### config.mk
export PLATFORM = sky130hd
export DESIGN_NAME = march_bist
export DESIGN_NICKNAME = d
export VERILOG_FILES = /design/src/rtl/march_bist_pkg.sv /design/src/rtl/march_bist_seq.sv /design/src/rtl/march_bist.sv
export SDC_FILE = /design/constraint.sdc
export NUM_CORES = 1
export LEC_CHECK = 0
export CORE_MARGIN = 2
export CORE_UTILIZATION = 55
export CTS_BUF_LIST = sky130_fd_sc_hd__clkbuf_4
export CTS_CLUSTER_DIAMETER = 80
export DETAILED_ROUTE_END_ITERATION = 7
export PLACE_DENSITY_LB_ADDON = 0.25
export SYNTH_ARGS = -nofsm -noshare
export SYNTH_HDL_FRONTEND = slang
export SYNTH_HIERARCHICAL = 1
export SYNTH_SLANG_ARGS = --single-unit
### constraint.sdc
create_clock -name clk_i -period 3.04 [get_ports clk_i]
set_input_delay 0.456 -clock clk_i [delete_from_list [all_inputs] [get_ports clk_i]]
set_output_delay 0.456 -clock clk_i [all_outputs]
set_load 0.01 [all_outputs]
### src/rtl/march_bist_pkg.sv
// Shared definitions for the march BIST: FSM states, configuration codes and
// the march element tables for March C- and MATS+.
package march_bist_pkg;

  typedef enum logic [1:0] {
    ST_IDLE  = 2'd0,
    ST_RUN   = 2'd1,
    ST_DRAIN = 2'd2,
    ST_DONE  = 2'd3
  } state_e;

  typedef enum logic {
    ALG_MARCH_CM = 1'b0,
    ALG_MATS_P   = 1'b1
  } algo_e;

  typedef enum logic {
    BG_SOLID   = 1'b0,
    BG_CHECKER = 1'b1
  } bg_e;

  localparam int unsigned MARCH_CM_ELEMS = 6;
  localparam int unsigned MATS_P_ELEMS   = 3;

  // One memory operation: read/write and the logical value written or expected.
  typedef struct packed {
    logic rd;
    logic val;
  } mop_t;

  typedef struct packed {
    logic down;
    logic two_ops;
    mop_t op0;
    mop_t op1;
  } elem_t;

  localparam mop_t OP_W0 = 2'b00;
  localparam mop_t OP_W1 = 2'b01;
  localparam mop_t OP_R0 = 2'b10;
  localparam mop_t OP_R1 = 2'b11;

  function automatic elem_t elem_lookup(algo_e algo, logic [2:0] idx);
    elem_t e;
    e = '0;
    if (algo == ALG_MATS_P) begin
      case (idx)
        3'd0:    e = {1'b0, 1'b0, OP_W0, OP_W0};
        3'd1:    e = {1'b0, 1'b1, OP_R0, OP_W1};
        3'd2:    e = {1'b1, 1'b1, OP_R1, OP_W0};
        default: e = '0;
      endcase
    end else begin
      case (idx)
        3'd0:    e = {1'b0, 1'b0, OP_W0, OP_W0};
        3'd1:    e = {1'b0, 1'b1, OP_R0, OP_W1};
        3'd2:    e = {1'b0, 1'b1, OP_R1, OP_W0};
        3'd3:    e = {1'b1, 1'b1, OP_R0, OP_W1};
        3'd4:    e = {1'b1, 1'b1, OP_R1, OP_W0};
        3'd5:    e = {1'b0, 1'b0, OP_R0, OP_R0};
        default: e = '0;
      endcase
    end
    return e;
  endfunction

  function automatic logic elem_is_down(algo_e algo, logic [2:0] idx);
    elem_t e;
    e = elem_lookup(algo, idx);
    return e.down;
  endfunction

  function automatic logic [2:0] last_elem(algo_e algo);
    return (algo == ALG_MATS_P) ? 3'(MATS_P_ELEMS - 1) : 3'(MARCH_CM_ELEMS - 1);
  endfunction

endpackage

### src/rtl/march_bist_seq.sv
// March sequencer: walks element / operation / address for the selected
// algorithm, one step per issued memory operation.
module march_seq
  import march_bist_pkg::*;
#(
  parameter int ADR_SIZE = 4
) (
  input  logic                clk_i,
  input  logic                rst_ni,
  input  logic                launch_i,
  input  logic                step_i,
  input  algo_e               algo_i,
  output logic [2:0]          elem_o,
  output logic [ADR_SIZE-1:0] adr_o,
  output mop_t                op_o,
  output logic                last_o
);

  logic [2:0]          elem_q, elem_d;
  logic                opi_q, opi_d;
  logic [ADR_SIZE-1:0] adr_q, adr_d;
  elem_t               cur;
  logic                op_end, adr_end, elem_end;

  always_comb begin
    cur      = elem_lookup(algo_i, elem_q);
    op_end   = !cur.two_ops || opi_q;
    adr_end  = cur.down ? (adr_q == '0) : (adr_q == '1);
    elem_end = (elem_q == last_elem(algo_i));
    elem_d   = elem_q;
    opi_d    = opi_q;
    adr_d    = adr_q;
    if (launch_i) begin
      elem_d = '0;
      opi_d  = 1'b0;
      adr_d  = '0;
    end else if (step_i) begin
      if (!op_end) begin
        opi_d = 1'b1;
      end else begin
        opi_d = 1'b0;
        if (!adr_end) begin
          adr_d = cur.down ? adr_q - ADR_SIZE'(1) : adr_q + ADR_SIZE'(1);
        end else begin
          // Wrap moves straight into the next element's start address.
          elem_d = elem_q + 3'd1;
          adr_d  = elem_is_down(algo_i, elem_q + 3'd1) ? '1 : '0;
        end
      end
    end
    elem_o = elem_q;
    adr_o  = adr_q;
    op_o   = opi_q ? cur.op1 : cur.op0;
    last_o = op_end && adr_end && elem_end;
  end

  always_ff @(posedge clk_i or negedge rst_ni) begin
    if (!rst_ni) begin
      elem_q <= '0;
      opi_q  <= 1'b0;
      adr_q  <= '0;
    end else begin
      elem_q <= elem_d;
      opi_q  <= opi_d;
      adr_q  <= adr_d;
    end
  end

endmodule

### src/rtl/march_bist.sv
// March BIST controller: run FSM, registered memory port, read-compare
// pipeline and first-fail capture around the march_seq sequencer.
module march_bist
  import march_bist_pkg::*;
#(
  parameter int ADR_SIZE  = 4,
  parameter int DATA_SIZE = 8,
  parameter int CNT_SIZE  = 8
) (
  input  logic                 clk_i,
  input  logic                 rst_ni,
  input  logic                 start_i,
  input  logic                 algo_sel_i,
  input  logic                 bg_sel_i,
  input  logic                 stop_on_fail_i,
  output logic [ADR_SIZE-1:0]  mem_adr_o,
  output logic [DATA_SIZE-1:0] mem_wdata_o,
  output logic                 mem_wr_en_o,
  output logic                 mem_rd_en_o,
  input  logic [DATA_SIZE-1:0] mem_rdata_i,
  output logic                 busy_o,
  output logic                 done_o,
  output logic                 status_o,
  output logic [CNT_SIZE-1:0]  fail_cnt_o,
  output logic [ADR_SIZE-1:0]  fail_adr_o,
  output logic [2:0]           fail_elem_o,
  output logic [DATA_SIZE-1:0] fail_syn_o
);

  function automatic logic [DATA_SIZE-1:0] bg_word(bg_e bg, logic [ADR_SIZE-1:0] adr, logic val);
    logic [DATA_SIZE-1:0] w;
    for (int i = 0; i < DATA_SIZE; i++) w[i] = (bg == BG_CHECKER) && (i[0] == adr[0]);
    return val ? ~w : w;
  endfunction

  state_e               state_q, state_d;
  algo_e                algo_q, algo_d;
  bg_e                  bg_q, bg_d;
  logic                 sof_q, sof_d, seq_end_q, seq_end_d;
  logic [ADR_SIZE-1:0]  mem_adr_q, mem_adr_d;
  logic [DATA_SIZE-1:0] mem_wdata_q, mem_wdata_d;
  logic                 mem_wr_q, mem_wr_d;
  logic [1:0]           rd_pipe_q, rd_pipe_d;
  logic [1:0][DATA_SIZE-1:0] exp_pipe_q;
  logic [1:0][2:0]      elem_pipe_q;
  logic [ADR_SIZE-1:0]  cmp_adr_q;
  logic [CNT_SIZE-1:0]  fail_cnt_q, fail_cnt_d;
  logic [ADR_SIZE-1:0]  fail_adr_q, fail_adr_d;
  logic [2:0]           fail_elem_q, fail_elem_d;
  logic [DATA_SIZE-1:0] fail_syn_q, fail_syn_d;

  logic [2:0]           seq_elem;
  logic [ADR_SIZE-1:0]  seq_adr;
  mop_t                 seq_op;
  logic                 seq_last, busy, launch, mis, issue;
  logic [DATA_SIZE-1:0] seq_word;

  march_seq #(.ADR_SIZE(ADR_SIZE)) u_seq (
    .clk_i    (clk_i),
    .rst_ni   (rst_ni),
    .launch_i (launch),
    .step_i   (issue),
    .algo_i   (algo_q),
    .elem_o   (seq_elem),
    .adr_o    (seq_adr),
    .op_o     (seq_op),
    .last_o   (seq_last)
  );

  assign busy     = (state_q == ST_RUN) || (state_q == ST_DRAIN);
  assign launch   = ((state_q == ST_IDLE) || (state_q == ST_DONE)) && start_i;
  assign mis      = busy && rd_pipe_q[1] && (mem_rdata_i != exp_pipe_q[1]);
  // A stopping mismatch suppresses the op that would follow it.
  assign issue    = (state_q == ST_RUN) && !seq_end_q && !(sof_q && mis);
  assign seq_word = bg_word(bg_q, seq_adr, seq_op.val);

  always_comb begin
    state_d   = state_q;
    algo_d    = algo_q;
    bg_d      = bg_q;
    sof_d     = sof_q;
    seq_end_d = seq_end_q;
    case (state_q)
      ST_IDLE, ST_DONE: if (start_i) begin
        state_d   = ST_RUN;
        algo_d    = algo_e'(algo_sel_i);
        bg_d      = bg_e'(bg_sel_i);
        sof_d     = stop_on_fail_i;
        seq_end_d = 1'b0;
      end
      ST_RUN: begin
        if (issue && seq_last) seq_end_d = 1'b1;
        if (seq_end_q || (sof_q && mis)) state_d = ST_DRAIN;
      end
      ST_DRAIN: state_d = ST_DONE;
      default:  state_d = ST_IDLE;
    endcase

    mem_adr_d   = issue ? seq_adr : mem_adr_q;
    mem_wdata_d = (issue && !seq_op.rd) ? seq_word : mem_wdata_q;
    mem_wr_d    = issue && !seq_op.rd;
    rd_pipe_d   = {rd_pipe_q[0], issue && seq_op.rd};

    fail_cnt_d  = fail_cnt_q;
    fail_adr_d  = fail_adr_q;
    fail_elem_d = fail_elem_q;
    fail_syn_d  = fail_syn_q;
    if (launch) begin
      fail_cnt_d  = '0;
      fail_adr_d  = '0;
      fail_elem_d = '0;
      fail_syn_d  = '0;
    end else if (mis) begin
      if (fail_cnt_q != '1) fail_cnt_d = fail_cnt_q + CNT_SIZE'(1);
      if (fail_cnt_q == '0) begin
        fail_adr_d  = cmp_adr_q;
        fail_elem_d = elem_pipe_q[1];
        fail_syn_d  = exp_pipe_q[1] ^ mem_rdata_i;
      end
    end
  end

  always_ff @(posedge clk_i or negedge rst_ni) begin
    if (!rst_ni) begin
      state_q     <= ST_IDLE;
      algo_q      <= ALG_MARCH_CM;
      bg_q        <= BG_SOLID;
      sof_q       <= 1'b0;
      seq_end_q   <= 1'b0;
      mem_adr_q   <= '0;
      mem_wdata_q <= '0;
      mem_wr_q    <= 1'b0;
      rd_pipe_q   <= '0;
      exp_pipe_q  <= '0;
      elem_pipe_q <= '0;
      cmp_adr_q   <= '0;
      fail_cnt_q  <= '0;
      fail_adr_q  <= '0;
      fail_elem_q <= '0;
      fail_syn_q  <= '0;
    end else begin
      state_q     <= state_d;
      algo_q      <= algo_d;
      bg_q        <= bg_d;
      sof_q       <= sof_d;
      seq_end_q   <= seq_end_d;
      mem_adr_q   <= mem_adr_d;
      mem_wdata_q <= mem_wdata_d;
      mem_wr_q    <= mem_wr_d;
      rd_pipe_q   <= rd_pipe_d;
      if (issue) begin
        exp_pipe_q[0]  <= seq_word;
        elem_pipe_q[0] <= seq_elem;
      end
      exp_pipe_q[1]  <= exp_pipe_q[0];
      elem_pipe_q[1] <= elem_pipe_q[0];
      cmp_adr_q      <= mem_adr_q;
      fail_cnt_q  <= fail_cnt_d;
      fail_adr_q  <= fail_adr_d;
      fail_elem_q <= fail_elem_d;
      fail_syn_q  <= fail_syn_d;
    end
  end

  assign mem_adr_o   = mem_adr_q;
  assign mem_wdata_o = mem_wdata_q;
  assign mem_wr_en_o = mem_wr_q;
  assign mem_rd_en_o = rd_pipe_q[0];
  assign busy_o      = busy;
  assign done_o      = (state_q == ST_DONE);
  assign status_o    = (state_q == ST_DONE) && (fail_cnt_q == '0);
  assign fail_cnt_o  = fail_cnt_q;
  assign fail_adr_o  = fail_adr_q;
  assign fail_elem_o = fail_elem_q;
  assign fail_syn_o  = fail_syn_q;

endmodule

* Word level (Yosys, flattened, before mapping)
Cells that the tools add are included.
** Word-level totals
- Register bits after elaboration :: 78
- Bits of input ports :: 14
- Output and inout port bits :: 40
- Word-level logic and storage cells :: 133
** Cells by class
- Add/sub/neg operators :: 4
- Equal/unequal tests :: 20
- Muxes and demuxes :: 45
- Bitwise operators :: 3
- Reductions and logical operators :: 40
** Operator list (count)
- case mux 6 bit (5 select lines) :: 2
- two-way mux 8 bit :: 7
- two-way mux 4 bit :: 9
- two-way mux 6 bit :: 6
- two-way mux 3 bit :: 8
- case mux 6 bit (2 select lines) :: 2
- logical AND 1 bit :: 14
- nonzero test 2 bit :: 7
- equality test 3 x 2 -> 1 bit (second input constant) :: 4
- equality test 3 bit (second input constant) :: 4
- AND reduction 2 bit :: 5
- adder 8 x 1 -> 8 bit (second input constant) :: 1
- zero test 8 bit :: 1
- != test 8 bit :: 1
- != test 8 bit (second input constant) :: 1
- inverter 8 bit :: 1
- bitwise XOR 8 bit :: 1
- equality test 3 x 1 -> 1 bit (second input constant) :: 2
- two-way mux 1 bit :: 6
- two-way mux 2 bit :: 3
- case mux 2 bit (3 select lines) :: 1
- AND reduction 3 bit :: 2
- adder 4 x 1 -> 4 bit (second input constant) :: 1
- equality test 2 bit (second input constant) :: 2
- 14 further kinds :: 21

* Depth between registers and ports, before layout
- Depth after elaboration :: 14
- Mapped depth :: 10
- Gate-level depth less buffers :: 10

* Cells and area by module
The synthesis kept the hierarchy.
** By module, submodules not included
- march_bist :: times used 1, cells each 213, area each 2416.1 um2, seq. area each 1301.2 um2
- march_seq :: times used 1, cells each 88, area each 758.2 um2, seq. area each 200.2 um2

* Least setup slack after synthesis
OpenSTA, ideal clock, no wires.
- Path kind :: flip-flop to flip-flop
- From :: reg u_seq.elem_q[0], in the netlist u_seq/elem_o[0]
- To :: reg u_seq.adr_q[3], in the netlist u_seq/adr_o[3]
- Library setup time :: 0.140 ns
- Arrival time :: 2.103 ns
- Required time :: 2.900 ns
- Setup slack :: 0.796 ns
- Cell stages (with the launch flop) :: 11
- Buffers on the path :: 0
- Clock period less this slack :: 2.244 ns
- Path through :: dfrtp_1 ha_1 ha_1 a21oi_2 o21ai_2 ha_1 a21o_1 a21oi_1 or4_1 o211ai_1 a221oi_1
** On the way
- Longest elaborated chain between the ends :: 13
- Elaborated cells on any way between the ends :: 32
- Classes of those cells :: 1 x add/sub; 10 x eq/ne; 17 x mux; 4 x reduce/logical
** RTL lines
- from (decl) :: line march_bist_seq.sv:19 : logic [2:0] elem_q, elem_d;
- from (signal assigned) :: line march_bist_seq.sv:63 : elem_q <= elem_d;
- adder 3 x 1 -> 3 bit :: line march_bist_seq.sv:47 : adr_d = elem_is_down(algo_i, elem_q + 3'd1) ? '1 : '0;
- equality test 3 bit (tied with other cells) :: line march_bist_pkg.sv:54 : case (idx)
- case mux 6 bit (5 select lines) or case mux 6 bit (2 select lines) (tied branches) :: line march_bist_pkg.sv:54, march_bist_pkg.sv:47
- two-way mux 6 bit :: line march_bist_pkg.sv:46 : if (algo == ALG_MATS_P) begin
- two-way mux 6 bit :: line march_bist_seq.sv:42 : if (!adr_end) begin
- two-way mux 6 bit :: line march_bist_seq.sv:38 : if (!op_end) begin
- two-way mux 6 bit :: line march_bist_seq.sv:37 : end else if (step_i) begin
- two-way mux 6 bit :: line march_bist_seq.sv:33 : if (launch_i) begin
- two-way mux 4 bit :: line march_bist_seq.sv:47
- two-way mux 4 bit :: line march_bist_seq.sv:42
- two-way mux 4 bit :: line march_bist_seq.sv:38
- two-way mux 4 bit :: line march_bist_seq.sv:37
- two-way mux 4 bit :: line march_bist_seq.sv:33
- to (signal assigned) :: line march_bist_seq.sv:65 : adr_q <= adr_d;
- to (decl) :: line march_bist_seq.sv:21 : logic [ADR_SIZE-1:0] adr_q, adr_d;
Several ways; a longest one is shown, not always the timed one. The select of a mux whose other input is x is not followed.
A chain may end at the register's enable or synchronous reset.

* Worst setup path in the final report
- From :: reg fail_cnt_q[0], in the netlist fail_cnt_o[0]
- To :: out status_o
** On the way
- Longest elaborated chain between the ends :: 2
** RTL lines
- from (decl) :: line march_bist.sv:47 : logic [CNT_SIZE-1:0] fail_cnt_q, fail_cnt_d;
- from (signal assigned) :: line march_bist.sv:158 : fail_cnt_q <= fail_cnt_d;
- zero test 8 bit :: line march_bist.sv:171 : assign status_o = (state_q == ST_DONE) && (fail_cnt_q == '0);
- logical AND 1 bit :: line march_bist.sv:171
- to (decl) :: line march_bist.sv:23 : output logic status_o,
No other way between the ends.

==> metrics.txt <==
Final nets=379; vias=2,424; total CTS buffers=9; Core Region=0.00554 mm2; Final TNS setup=0 ns; Top delay family on crit path=simple AND/OR/NAND/NOR gates; peak fanout along the critical path=6; PortBufs=53; Initial Util=57.3%; worst path required time=2.58 ns; setup bufs post-CTS=0; sequential share of power=43.9%; Die Area=0.00640 mm2; Yosys cell types=62; Via density=5.64; clock buffer depth=2; Worst Tran Pin Value=0.661 ns; Psw=0.000809 W; average size of a mapped cell=10.5 um2; Root Driver=clkbuf_4; f_max=346 MHz; H-tree depth=3; largest net degree at the start of global routing=32; initial antenna violation count=0; number of diodes=0; CP startpoint kind=flip-flop; final core occ=69.5%; mapped cell area=0.00317 mm2; final WL=6420 um; P_int=0.00155 W; most frequent cells in the layout=dfrtp_1, nand2_1, clkdlybuf4s50_1; Initial DRC Count=147; final setup vio count=0; worst setup path category=flip-flop to output pin; Max Slew Vio Count=0; unrepaired setup endpoints after global routing=no; most common cell after layout, fill and taps aside=dfrtp_1; Clk pwr share=23.0%; Synth Instances=301; Max Cap Violations=0; Net Sw Frac=34.3%; Total Routing Usage GR=22.5%; number of flops mapped to enable cells by yosys=0; Synth Flop Type=dfrtp_1; P per Cell Area=612 mW/mm2; num ports=54; drt drc=0; chip height=80.0 um; clock latency on the worst-skew pair=0.40 ns; share of cells above drive strength 1=12.6%; Final period util=95.2%; vias in the first global route=2,343; final-layout fill cell count=433; asr flop ratio synth=100%; post-synthesis sequential area ratio=47.3%; Worst path slowest cell=clkdlybuf4s50_1; YS warnings=6; DR pass1 iterations=4; Max Clock Skew=0.0147 ns; Worst Hold Class=input pin to async pin; Site Rows=27; Tmin final=2.89 ns; post-route ant nets=0; Die X=80.0 um; Comb power frac=33.0%; dpl hpwl=4680 um; peak supply drop=0.000430 V; Final Hold Violating Endpoints=0; final hold slack=0.0831 ns; CP endpoint kind=output pin; max incr delay on CP=0.52 ns; Critical Path AT=2.44 ns; area added between synthesis and finish=21.3%; CTS tree=done; Post-Place Worst Slack=0.307 ns; max_slew headroom=55.9%; gr ovfl total=0; Post-Syn Nets=327; CTS sink count=60; RD Place Congestion=0.808; Synth Register Bits=60; leak pwr=1.74 nW; first-pass GRT wire length=11,000 um; status=finished, final reports clean; cells along the critical path=inv_1, ha_1, or4b_1, nor4_4, and2_1, clkdlybuf4s50_1; worst path bufs/invs=2; DR WL/cell=14.9 um; CTS hold repair buffers=0; Clock transition at path regs=0.11 ns; Worst Slack Setup Final=0.147 ns
final cells by class:
cell class / count / area [um2] / area share, %
clock buffers: 9 / 67.6 / 1.75
clock inverters: 7 / 67.6 / 1.75
inverters: 16 / 60.1 / 1.56
multi-input cells: 205 / 1480 / 38.4
flip-flops and latches: 60 / 1500 / 39.0
well taps: 72 / 90.1 / 2.34
repair buffers: 61 / 586 / 15.2
power by group through the flow:
stage                     clock [W]  combinational (W)  sequential [W]
after global routing       0.000595           0.000853         0.00106
final                      0.000543           0.000779         0.00104
after global placement            0           0.000763         0.00105
after detailed placement          0           0.000785         0.00105
after floorplan                   0           0.000570         0.00101
after CTS                  0.000562           0.000786         0.00104
state kept, by name, summed over array words and instances (netlist names), 2 cells and up:
signal        count
cmp_adr_q         4
elem_pipe_q       6
exp_pipe_q        4
fail_adr_o        4
fail_cnt_o        8
fail_elem_o       3
fail_syn_o        8
mem_adr_o         4
mem_wdata_o       2
rd_pipe_q         2
state_q           2
u_seq/adr_o       4
u_seq/elem_o      3
final timing paths:
check | startpoint | end | slack (ns) | depth (start not counted)
min | rst_ni | fail_cnt_o[0]$_DFFE_PN0P_ | 0.08 | 1
max | fail_cnt_o[0]$_DFFE_PN0P_ | status_o | 0.15 | 6
min in group clk_i | elem_pipe_q[1]$_DFFE_PN0P_ | elem_pipe_q[4]$_DFF_PN0_ | 0.39 | 0
max reg2reg | u_seq/elem_o[0]$_DFFE_PN0P_ | u_seq/adr_o[3]$_DFFE_PN0P_ | 0.50 | 10
max in group asynchronous | rst_ni | mem_adr_o[2]$_DFFE_PN0P_ | 2.28 | 2
min reg2reg | elem_pipe_q[1]$_DFFE_PN0P_ | elem_pipe_q[4]$_DFF_PN0_ | 0.39 | 0
worst register-to-register path: stages, from the launching register on:
cell      delay [ns]
dfrtp_1         0.46
ha_1            0.25
ha_1            0.19
a21oi_2         0.17
o21ai_2         0.14
ha_1            0.32
a21o_1          0.18
a21oi_1         0.23
or4_1           0.16
o211ai_1        0.09
a221oi_1        0.26
Yosys cell counts, types with 2 or more instances:
library cell / count / share of area [%]
and4_1: 5 / 1.4
o21ai_1: 16 / 2.5
buf_2: 4 / 0.63
a21oi_1: 8 / 1.3
o41ai_1: 4 / 1.1
clkbuf_1: 4 / 0.47
nor4_2: 2 / 0.79
xor2_1: 9 / 2.5
dfrtp_1: 60 / 47
a211oi_1: 2 / 0.47
buf_6: 3 / 1.1
xnor2_1: 2 / 0.55
nand2_1: 52 / 6.1
a31oi_1: 5 / 0.99
a221oi_1: 2 / 0.55
nor2_1: 10 / 1.2
nand4_1: 2 / 0.39
nand3_1: 3 / 0.47
nor3_1: 2 / 0.32
buf_4: 8 / 1.9
inv_1: 15 / 1.8
and2_1: 4 / 0.79
o21ai_0: 6 / 0.95
mux2_1: 2 / 0.71
ha_1: 11 / 4.3
and3_1: 3 / 0.59
a21o_1: 2 / 0.47
mux2i_1: 6 / 1.9
o211ai_1: 3 / 0.71
or4b_1: 2 / 0.63
nand2b_1: 2 / 0.39
mux2_4: 8 / 3.8
nand3b_1: 5 / 1.2
what timing repair did:
| action | CTS | global route |
|---|---|---|
| setup endpoints to repair | 0 | 1 |
| resized for setup | 0 | 1 |
| endpoints found under the hold margin | 0 | 0 |
kinds of logic after synthesis:
logic type               synth area share [%]
flip-flops                               47.3
XOR/XNOR                                 3.04
buffers and inverters                    6.42
AND/OR/NAND/NOR                          16.6
AO/OA/AOI/OAI                            14.5
adder cells (fa/ha/maj)                  4.97
multiplexers                             7.17
stage by stage:
step / total power (W) / std cells / instance area [um2]
global placement: 0.00181 / 414 / 3710
detailed placement: 0.00184 / 414 / 3710
finish: 0.00236 / 430 / 3850
global route: 0.00251 / 430 / 3850
floorplan: 0.00158 / 301 / 3170
CTS: 0.00238 / 430 / 3840
per-layer routing:
layer / global-route usage (%) / vias up / part of all wire (%)
met5: 0 / - / 0
met4: 9.15 / 0 / 1.7
met1: 28.6 / 1183 / 45
met3: 6.45 / 9 / 4.7
met2: 36.1 / 68 / 49
li1: - / 1164 / -
(Power assumes the default switching activity.)
